$ cat src/rtl/div_row_sequencer_pkg.sv
// Shared definitions for the output-normalisation row sequencer.
package div_row_sequencer_pkg;

  localparam int unsigned DEF_VEC_LEN         = 16;
  localparam int unsigned DEF_NUM_W           = 10;
  localparam int unsigned DEF_QUOT_W          = 8;
  localparam int unsigned DEF_MAX_OUTSTANDING = 4;

  typedef enum logic [1:0] {
    ST_IDLE = 2'd0,
    ST_RUN  = 2'd1,
    ST_DONE = 2'd2
  } seq_state_e;

endpackage

$ cat src/rtl/div_row_sequencer.sv
// Normalises one attention output row: feeds each numerator with the shared
// row-sum denominator into the scalar divider, keeping up to MAX_OUTSTANDING
// divides in flight, and gathers the in-order quotients into one packed row.
//
// state | meaning
// IDLE  | waiting for a row; row_rdy_out high
// RUN   | issuing elements to the divider and collecting quotients
// DONE  | full quotient row presented on vec_out until downstream takes it
module div_row_sequencer
  import div_row_sequencer_pkg::*;
#(
  parameter int unsigned VEC_LEN         = DEF_VEC_LEN,
  parameter int unsigned NUM_W           = DEF_NUM_W,
  parameter int unsigned QUOT_W          = DEF_QUOT_W,
  parameter int unsigned MAX_OUTSTANDING = DEF_MAX_OUTSTANDING
) (
  input  logic                      clk,
  input  logic                      rst,
  input  logic                      row_vld_in,
  output logic                      row_rdy_out,
  input  logic [VEC_LEN*NUM_W-1:0]  row_num_in,
  input  logic [NUM_W-1:0]          row_den_in,
  output logic                      div_vld_out,
  input  logic                      div_rdy_in,
  output logic [NUM_W-1:0]          div_num_out,
  output logic [NUM_W-1:0]          div_den_out,
  input  logic                      quot_vld_in,
  output logic                      quot_rdy_out,
  input  logic [QUOT_W-1:0]         quot_in,
  output logic                      vec_vld_out,
  input  logic                      vec_rdy_in,
  output logic [VEC_LEN*QUOT_W-1:0] vec_out,
  output logic                      busy_out
);

  localparam int unsigned CNT_W = $clog2(VEC_LEN + 1);
  localparam int unsigned OUT_W = $clog2(MAX_OUTSTANDING + 1);
  localparam logic [CNT_W-1:0] LAST_CNT = CNT_W'(VEC_LEN);
  localparam logic [OUT_W-1:0] MAX_OUT  = OUT_W'(MAX_OUTSTANDING);

  seq_state_e               state_q, state_d;
  logic [CNT_W-1:0]         iss_q, iss_d;
  logic [CNT_W-1:0]         ret_q, ret_d;
  logic [OUT_W-1:0]         out_q, out_d;
  logic [VEC_LEN*NUM_W-1:0] num_q, num_d;
  logic [NUM_W-1:0]         den_q, den_d;
  logic [VEC_LEN*QUOT_W-1:0] vec_q, vec_d;

  logic             iss_fire;
  logic             ret_fire;
  logic [NUM_W-1:0] num_sel;

  // State, counters and row/quotient registers; reset discards any row in flight.
  always_ff @(posedge clk or negedge rst) begin
    if (!rst) begin
      state_q <= ST_IDLE;
      iss_q   <= '0;
      ret_q   <= '0;
      out_q   <= '0;
      num_q   <= '0;
      den_q   <= '0;
      vec_q   <= '0;
    end else begin
      state_q <= state_d;
      iss_q   <= iss_d;
      ret_q   <= ret_d;
      out_q   <= out_d;
      num_q   <= num_d;
      den_q   <= den_d;
      vec_q   <= vec_d;
    end
  end

  // Select the next element to issue; a mux over legal indices avoids an
  // out-of-range part-select once iss has counted past the last element.
  always_comb begin
    num_sel = '0;
    for (int i = 0; i < VEC_LEN; i++) begin
      if (iss_q == CNT_W'(i)) begin
        num_sel = num_q[i*NUM_W +: NUM_W];
      end
    end
  end

  // Next state: accept a row, track issue/return/credit counts, hand off the row.
  always_comb begin
    state_d = state_q;
    iss_d   = iss_q;
    ret_d   = ret_q;
    out_d   = out_q;
    num_d   = num_q;
    den_d   = den_q;
    vec_d   = vec_q;
    unique case (state_q)
      ST_IDLE: begin
        if (row_vld_in) begin
          state_d = ST_RUN;
          num_d   = row_num_in;
          den_d   = row_den_in;
          iss_d   = '0;
          ret_d   = '0;
          out_d   = '0;
        end
      end
      ST_RUN: begin
        if (iss_fire) begin
          iss_d = iss_q + CNT_W'(1);
        end
        if (ret_fire) begin
          ret_d = ret_q + CNT_W'(1);
          // The divider returns in order, so the slot is simply the return count.
          for (int i = 0; i < VEC_LEN; i++) begin
            if (ret_q == CNT_W'(i)) begin
              vec_d[i*QUOT_W +: QUOT_W] = quot_in;
            end
          end
        end
        // A simultaneous issue and return leaves the credit count unchanged.
        case ({iss_fire, ret_fire})
          2'b10:   out_d = out_q + OUT_W'(1);
          2'b01:   out_d = out_q - OUT_W'(1);
          default: out_d = out_q;
        endcase
        if (ret_d == LAST_CNT) begin
          state_d = ST_DONE;
        end
      end
      ST_DONE: begin
        if (vec_rdy_in) begin
          state_d = ST_IDLE;
        end
      end
      default: state_d = ST_IDLE;
    endcase
  end

  // Outputs and handshake qualifiers, all derived from registered state.
  always_comb begin
    row_rdy_out  = (state_q == ST_IDLE);
    busy_out     = (state_q != ST_IDLE);
    div_vld_out  = (state_q == ST_RUN) && (iss_q < LAST_CNT) && (out_q < MAX_OUT);
    div_num_out  = num_sel;
    div_den_out  = den_q;
    quot_rdy_out = (state_q == ST_RUN) && (ret_q < LAST_CNT);
    vec_vld_out  = (state_q == ST_DONE);
    vec_out      = vec_q;
    iss_fire     = div_vld_out && div_rdy_in;
    ret_fire     = quot_vld_in && quot_rdy_out;
  end

endmodule

$ cat config.mk
export PLATFORM = sky130hd
export DESIGN_NAME = div_row_sequencer
export DESIGN_NICKNAME = d
export VERILOG_FILES = /design/src/rtl/div_row_sequencer_pkg.sv /design/src/rtl/div_row_sequencer.sv
export SDC_FILE = /design/constraint.sdc
export NUM_CORES = 1
export LEC_CHECK = 0
export ABC_CLOCK_PERIOD_IN_PS = 5000
export BUFFER_PORTS_ARGS = -buffer_cell sky130_fd_sc_hd__buf_2
export CAP_MARGIN = 20
export CORE_ASPECT_RATIO = 0.75
export CORE_MARGIN = 5
export CORE_UTILIZATION = 25
export CTS_CLUSTER_DIAMETER = 30
export DETAILED_ROUTE_END_ITERATION = 8
export GPL_TIMING_DRIVEN = 0
export HOLD_SLACK_MARGIN = 0.02
export MAX_ROUTING_LAYER = met4
export PLACE_DENSITY = 0.45
export SYNTH_ARGS = -nofsm -noshare
export SYNTH_HDL_FRONTEND = slang
export SYNTH_SLANG_ARGS = --single-unit
$ cat constraint.sdc
create_clock -name clk -period 5 [get_ports clk]
set_input_delay 0.75 -clock clk [delete_from_list [all_inputs] [get_ports clk]]
set_output_delay 0.75 -clock clk [all_outputs]
set_load 0.05 [all_outputs]
# ---- Yosys cells after proc, flatten, opt, wreduce, memory -nomap -nowiden
# Cells that the tools add are included.
dict set report word_totals {
  regBits 313
  in_bits 184
  word_cells 129
}
dict set report classes {
  reduce_logical 31
  muxes 29
  addsub 4
  n_eq_ne 40
  n_lt_le_gt_ge 3
}
# operator count
set op_table {}
lappend op_table {{$mux 10} 16}
lappend op_table {{$eq 5x4->1 const B} 16}
lappend op_table {{$reduce_and 3->1} 19}
lappend op_table {{$eq 5x3->1 const B} 8}
lappend op_table {{$eq 5x2->1 const B} 4}
lappend op_table {{$mux 5} 4}
lappend op_table {{$pmux 5 s2} 2}
lappend op_table {{$pmux 3 s2} 2}
lappend op_table {{$add 5x1->5 const B} 2}
lappend op_table {{$eq 5x1->1 const B} 2}
lappend op_table {{$logic_not 5->1} 2}
lappend op_table {{$lt 5x5->1 const B} 2}
lappend op_table {{$mux 2} 3}
lappend op_table {{$ne 2x2->1 const B} 3}
lappend op_table {{$pmux 2 s3} 1}
lappend op_table {{$eq 5x5->1 const B} 1}
lappend op_table {{$logic_and 1x1->1} 5}
lappend op_table {{$eq 2x1->1 const B} 2}
lappend op_table {{$eq 2x2->1 const B} 2}
lappend op_table {{$reduce_and 2->1} 2}
lappend op_table {{$reduce_bool 2->1} 2}
lappend op_table {{$add 3x1->3 const B} 1}
lappend op_table {{$lt 3x3->1 const B} 1}
lappend op_table {{$mux 3} 1}
lappend op_table {{4 further kinds} 4}

# ---- Depth between registers and ports, before layout
# Gate-level depths: netlist of run 1.
dict set report logic_depth {
  ltp_word 17
  depth_mapped 11
  ltp_nobuf 8
}

# ---- Least setup slack after synthesis of run 1
# No wires, ideal clock.
dict set report synth_path {
  path_type {register to output}
  from {reg iss_q[0]}
  to {out div_num_out[4]}
  arrival_time_ns 3.494
  path_slack_ns 0.756
  required_time_ns 4.250
  path_stages_with_launch 9
  path_cell_list {dfrtp_1 -> ha_1 -> clkbuf_1 -> buf_1 -> and3_1 -> ha_1 -> clkinv_1 -> nand3_1 -> o41ai_1}
}
dict set report synth_via {
  elab_chain_cells 17
  elab_cells_between_ends 32
  classes_between {eq/ne: 15; mux: 16; reduce/logical: 1}
}
# element line_no
set synth_lines {}
lappend synth_lines {{start: declaration} div_row_sequencer.sv:42} ;# logic [CNT_W-1:0] iss_q, iss_d;
lappend synth_lines {{start signal: assignment} div_row_sequencer.sv:65} ;# iss_q <= iss_d;
lappend synth_lines {{$logic_not 5->1} div_row_sequencer.sv:79} ;# if (iss_q == CNT_W'(i)) begin
lappend synth_lines {{$mux 10 (15 in series)} div_row_sequencer.sv:79}
lappend synth_lines {{$mux 10 (*)} div_row_sequencer.sv:79}
lappend synth_lines {{end: declaration} div_row_sequencer.sv:25} ;# output logic [NUM_W-1:0] div_num_out,
# Mark *: on every way between the ends. The rest lies on a longest branch, timed or not.

# ---- Worst setup path after layout of run 1
dict set report layout_path {
  from {reg iss_q[0]}
  to {out div_num_out[5]}
}
# The elaborated chain is that of the path after synthesis.

==> impl_metrics.ini, run 1 <==
[timing]
slew_headroom_pct = 40.03
worst_slew_pin_slew_ns = 0.8996
period_share_pct = 93.14
max_freq_ghz = 0.2147
period_needed_ns = 4.657
rsz0062_at_grt = false
skew_ns = 0.01677
final-max-slew-violation-count = 0
fin_setup_tns_ns = 0
hold_viol = 0
finalSetupViolCount = 0

[logic_synthesis]
syn_inst = 1445
ys_top_cells_by_area = dfrtp_1 56%, nand2_1 15%, mux2_2 10%
avgSynthCellArea_um2 = 9.713
synth-compound-area-share_pct = 7.845
syn_area_um2 = 14040
synthXorXnorAreaFrac_pct = 0.3120
synth.top_cell.area_share_pct = 55.80
ys_seq_area_share_pct = 55.80
synthAdderAreaFrac_pct = 1.034
async_flop_share_pct = 100.0
ys_types = 76
ys.flop_type = dfrtp_1
synth_edf_count = 0
synthMuxAreaShare_pct = 10.48
ys_ff_latch = 313
synth_warnings = 0
synth_top_family_by_area = simple AND/OR/NAND/NOR gates
yosysMostFrequentCell = nand2_1
yosysTopAreaCell = dfrtp_1
synth_simple_gate_area_share_pct = 21.39
synth_common_cells = 551 x nand2_1, 313 x dfrtp_1, 127 x mux2_2
syn-num-nets = 1640

[global_routing]
grt_pass1_wl_um = 80310
grt_overflow = 0
gr-usage-all-layers_pct = 17.59
grt_max_degree = 117
grt_pass1_vias = 12740
antenna_found_initial = 13

[final_layout]
multi_input_area_um2 = 5767
drive_gt1_share_pct = 34.11
seq_area_um2 = 7833
fillers = 5823
layout.cells.non_filler = 2670
nets = 2059
syn_to_final_growth_pct = 37.64

[power_and_ir_drop]
max-vdd-ir-drop_mv = 0.3358
p_leak_nw = 10.12
switching_share_pct = 40.92
seq_power_share_pct = 31.1
p_comb_share_pct = 32.9
power.density_nw_per_um2 = 684.0
clkPwrFrac_pct = 36.1
power.switching_w = 0.005407
cell_internal_pwr_w = 0.007807

[clock_network]
clk_path_buf_depth = 3
clock_latency_ns = 0.60
root_buffer = clkbuf_16
htreeDepth = 3
post_cts_buffers = 0
cts_sinks = 313
numCtsBuffers = 75
cts_tree = done
path_clk_slew_ns = 0.05

[placement]
gp_congestion = 0.8762
port_buffers = 336
place_inst = 2517
dpl.hpwl_um = 40090

[setup_path]
cp_data_required_time_ns = 4.25
worstReg2RegStart = state_q[1]
cp.arrival_ns = 3.91
endpoint = div_num_out[5]
setup.worst_path.class = register to output pin
crit_path_start = iss_q[0]
reg2regPathDepth = 8
r2r_slack_ns = 2.30
worstReg2RegEnd = num_q[4]
crit_fanout = 10
slowest_delay_ns = 0.48
cp_slowest_cell = nor4_1
endpoint_kind = output pin
path_common_cell = buf_2
cp-start-kind = register
cp_cell_sequence = ha_1, buf_2, buf_2, o21ai_0, a221oi_1, nor4_1, a2111oi_1, clkdlybuf4s18_2, o41ai_1, buf_2

[min_path]
min_path_type = primary input to register

[route]
vias_per_cell = 4.587
routed-via-count = 12250
ant_nets = 0
drt_iter0_drc = 804
drcViolationCount = 0
dr.pass1.iters = 5
wirelength_um = 52910
wl_per_cell_um = 19.82

[status]
status = finished clean

[job]
maxCapViolCount = 0

[die]
dieArea_um2 = 61030
fp.dieH_um = 215.2
core_um2 = 55740
rows = 75
chipWidth_um = 283.6
pin_count = 337
start_util_pct = 25.18
[placed cells by master, fill, tap and decap left out, types with 5 or more instances in the layout]
cell type | synthesis | layout
and2_1 | 8 | 8
nor2b_1 | 8 | 8
clkinvlp_4 | 0 | 15
buf_1 | 7 | 6
inv_1 | 17 | 17
ha_1 | 10 | 10
nand2_1 | 551 | 551
diode_2 | 0 | 13
a221oi_1 | 11 | 11
nor4_1 | 8 | 8
a21oi_1 | 56 | 56
clkinv_2 | 0 | 12
inv_6 | 0 | 7
nor2_1 | 51 | 51
o21ai_0 | 45 | 45
clkbuf_1 | 45 | 53
nor3_1 | 11 | 11
mux2_2 | 127 | 127
o221ai_1 | 5 | 5
o22ai_1 | 6 | 6
o211ai_1 | 5 | 5
buf_4 | 5 | 5
buf_2 | 27 | 362
clkbuf_16 | 0 | 76
nand2b_1 | 10 | 10
clkinv_4 | 0 | 5
nand2_2 | 8 | 8
dfrtp_1 | 313 | 313
nor3b_1 | 5 | 5
nand3_1 | 15 | 15
clkbuf_8 | 0 | 7
[registers in the layout (all words and copies together), names as in the netlist]
| name | flops |
|---|---|
| out_q | 3 |
| div_den_out | 10 |
| iss_q | 5 |
| ret_q | 5 |
| vec_out | 128 |
| state_q | 2 |
| num_q | 160 |
[kinds of logic after synthesis]
logic type / after synthesis
AOI/OAI and AO/OA: 172
xor gates and xnor gates: 5
adders and majority gates: 11
buffers and inverters: 103
DFF: 313
muxes: 131
and+or+nand+nor: 710
[per-layer routing]
metal | global-route usage (%) | vias up | wire, um
met3 | 5.646 | 84 | 4032
met5 | - | - | 0
met1 | 24.13 | 6060 | 24830
met4 | 4.818 | 0 | 1216
li1 | - | 5707 | -
met2 | 25.07 | 395 | 22830
[worst max-delay path: cells and delay by family (launching register included)]
| kind | cells | cell delay, ns |
|---|---|---|
| and+or+nand+nor | 1 | 0.48 |
| buffers and inverters | 4 | 1.06 |
| DFF | 1 | 0.44 |
| adders and majority gates | 1 | 0.22 |
| AOI/OAI and AO/OA | 4 | 1.12 |
[power groups by stage]
stage               Clock [W]  Sequential [W]  Combinational [W]
global route          0.00502         0.00420            0.00472
detailed placement          0         0.00411            0.00437
floorplan                   0         0.00469            0.00218
global placement            0         0.00410            0.00429
CTS                   0.00488         0.00410            0.00439
finish                0.00477         0.00411            0.00434
[worst min path at each step]
stage                         start        endpoint  slack, ns  cells after the start
floorplan                 num_q[20]       num_q[20]       0.44                      2
global placement     div_den_out[9]  div_den_out[9]       0.46                      2
detailed placement   div_den_out[2]  div_den_out[2]       0.46                      2
CTS                   row_den_in[6]  div_den_out[6]       0.30                      3
global route        row_num_in[119]      num_q[119]       0.31                      3
finish                row_den_in[6]  div_den_out[6]       0.34                      3
[layout make-up]
class	count	area share [%]
Sequential cell	313	40.54
Multi-Input combinational cell	1029	29.85
Clock buffer	92	10.52
Timing Repair Buffer	342	9.339
Tap cell	731	4.734
Clock inverter	47	2.558
Buffer	84	1.917
Inverter	19	0.3692
Antenna cell	13	0.1684
[per-stage QoR]
step	utilization [%]	hold slack (ns)	setup WS, ns	total power (W)	cell area, um^2
final	34.66	0.3385	0.3431	0.01321	19320
after global routing	34.66	0.3135	0.1833	0.01394	19320
after CTS	34.59	0.3029	0.07481	0.01336	19280
after detailed placement	30.04	0.4570	0.7362	0.008484	16750
after global placement	29.84	0.4567	-3.071	0.008395	16630
after floorplan	-	0.4369	0.7557	0.006872	14040
[repair_timing]
item                                    in CTS  in global routing
gates resized for setup                      0                  3
hold buffers                                 1                  0
endpoints found under the hold margin        2                  0
endpoints found under the setup margin       0                  6
Power figures use the tool's default switching activity.
==> inputs of run 2 (changes only) <==
CORE_ASPECT_RATIO = unset   (was 0.75)
SLEW_MARGIN = 20   (was unset)
==> impl_metrics.ini, run 2 (synthesized netlist as in run 1, its figures left out) <==
[setup_path]
setup.worst_path.class = register to output pin
endpoint_kind = output pin
crit_path_start = iss_q[0]
worstReg2RegEnd = num_q[15]
path_delay_family = buffers and inverters
endpoint = div_num_out[8]
worstReg2RegStart = state_q[1]
cp.depth = 12
cp_cell_sequence = inv_1, ha_1, buf_2, buf_2, buf_1, a21oi_1, o21ai_0, nand3_1, a31oi_1, o21ai_0, a21oi_1, buf_2
path_buf_inv = 5
cp_slowest_cell = buf_1
cp-start-kind = register
cp_data_required_time_ns = 4.25
crit_fanout = 10
cp.arrival_ns = 3.87
reg2regPathDepth = 8
path_common_cell = buf_2
r2r_slack_ns = 2.30
slowest_delay_ns = 0.49

[global_routing]
grt_overflow = 0
gr-usage-all-layers_pct = 17.48
grt_pass1_vias = 12960
grt_pass1_wl_um = 78670
antenna_found_initial = 4
grt_max_degree = 95

[clock_network]
root_buffer = clkbuf_16
clk_path_buf_depth = 3
cts_sinks = 313
htreeDepth = 3
numCtsBuffers = 82
path_clk_slew_ns = 0.04
cts_tree = done
clock_latency_ns = 0.61

[route]
drt_iter0_drc = 712
wl_per_cell_um = 19.53
drcViolationCount = 0
routed-via-count = 12110
dr.pass1.iters = 6
ant_nets = 0
vias_per_cell = 4.507
wirelength_um = 52460

[final_layout]
final_common_cell = nand2_1
top_register = num_q
syn_to_final_growth_pct = 40.19
nets = 2063
drive_gt1_share_pct = 34.47
largest_reg_flops = 160
final_util_pct = 35.58
final_cell_mix = 551 x nand2_1, 362 x buf_2, 313 x dfrtp_1
layout.cells.non_filler = 2686

[timing]
period_needed_ns = 4.618
finalSetupViolCount = 0
max_freq_ghz = 0.2165
rsz0062_at_grt = false
hold_viol = 0
period_share_pct = 92.37
setup_ws_ns = 0.3816
final-max-slew-violation-count = 0
worst_slew_pin_slew_ns = 1.005
slew_headroom_pct = 32.84
skew_ns = 0.02026
hold_ws_ns = 0.3300

[die]
rows = 86
dieArea_um2 = 60980
pin_count = 337
core_um2 = 55310
start_util_pct = 25.38
chipWidth_um = 246.9
fp.dieH_um = 246.9

[power_and_ir_drop]
max-vdd-ir-drop_mv = 0.4599
power.density_nw_per_um2 = 705.4
p_leak_nw = 10.30
p_total_w = 0.01388

[min_path]
min_path_type = primary input to register

[placement]
pre_cts_ws_ns = 0.6836
port_buffers = 336
gp_congestion = 0.9305
place_inst = 2532
dpl.hpwl_um = 39260

[status]
status = finished clean

[job]
maxCapViolCount = 0
## run 2: changes by cell type in the layout (fill, tap and decap cells not counted), sizes merged
cell | before | now
bufinv | 4 | 11
clkdlybuf4s18 | 2 | 0
clkinv | 21 | 19
clkbuf | 138 | 147
diode | 13 | 3
inv | 26 | 25
clkinvlp | 15 | 13
## run 2: power breakdown
group,internal (W),switching [W],leakage [nW]
Clock,0.00377,0.00169,1.39
Combinational,0.00121,0.00313,4.86
Sequential,0.00344,0.000635,4.05
Total,0.00842,0.00546,10.3
## run 2: worst min path at each step
stage | from | end | cells after the start
after detailed placement | num_q[153] | num_q[153] | 2
after CTS | row_den_in[5] | div_den_out[5] | 3
after floorplan | num_q[20] | num_q[20] | 2
after global routing | row_den_in[2] | div_den_out[2] | 3
final | row_num_in[32] | num_q[32] | 3
after global placement | div_den_out[2] | div_den_out[2] | 2
## run 2: final cells by class
type | instances | area (um^2)
fill | 5788 | 35630
sequential | 313 | 7833
multi-input combinational | 1029 | 5767
clock buffer | 102 | 2247
timing repair buffer | 340 | 1784
tap | 748 | 935.9
clock inverter | 49 | 666.9
buffer | 83 | 365.4
inverter | 19 | 71.32
antenna | 3 | 7.507
## run 2: per-layer routing
| layer | global-route usage [%] | wire, um | vias up |
|---|---|---|---|
| li1 | - | - | 5694 |
| met1 | 21.05 | 22150 | 5902 |
| met2 | 27.40 | 24580 | 409 |
| met3 | 6.182 | 4232 | 100 |
| met4 | 5.957 | 1502 | 0 |
| met5 | - | 0 | - |
## run 2: stage by stage
step	setup TNS, ns	area (um^2)
floorplan	0	14040
CTS	0	19670
global route	0	19680
global placement	-950.72	16650
detailed placement	0	16750
finish	0	19680
## run 2: worst min-delay path: cells and delay by family
kind,cells,cell delay (ns)
buffers and inverters,1,0.07
AND/OR/NAND/NOR,2,0.08
## run 2: repair_timing
item	in CTS	in global routing
hold buffers	1	0
setup buffers	0	0
endpoints found under the setup margin	0	6
gates resized for setup	0	2
endpoints found under the hold margin	32	0
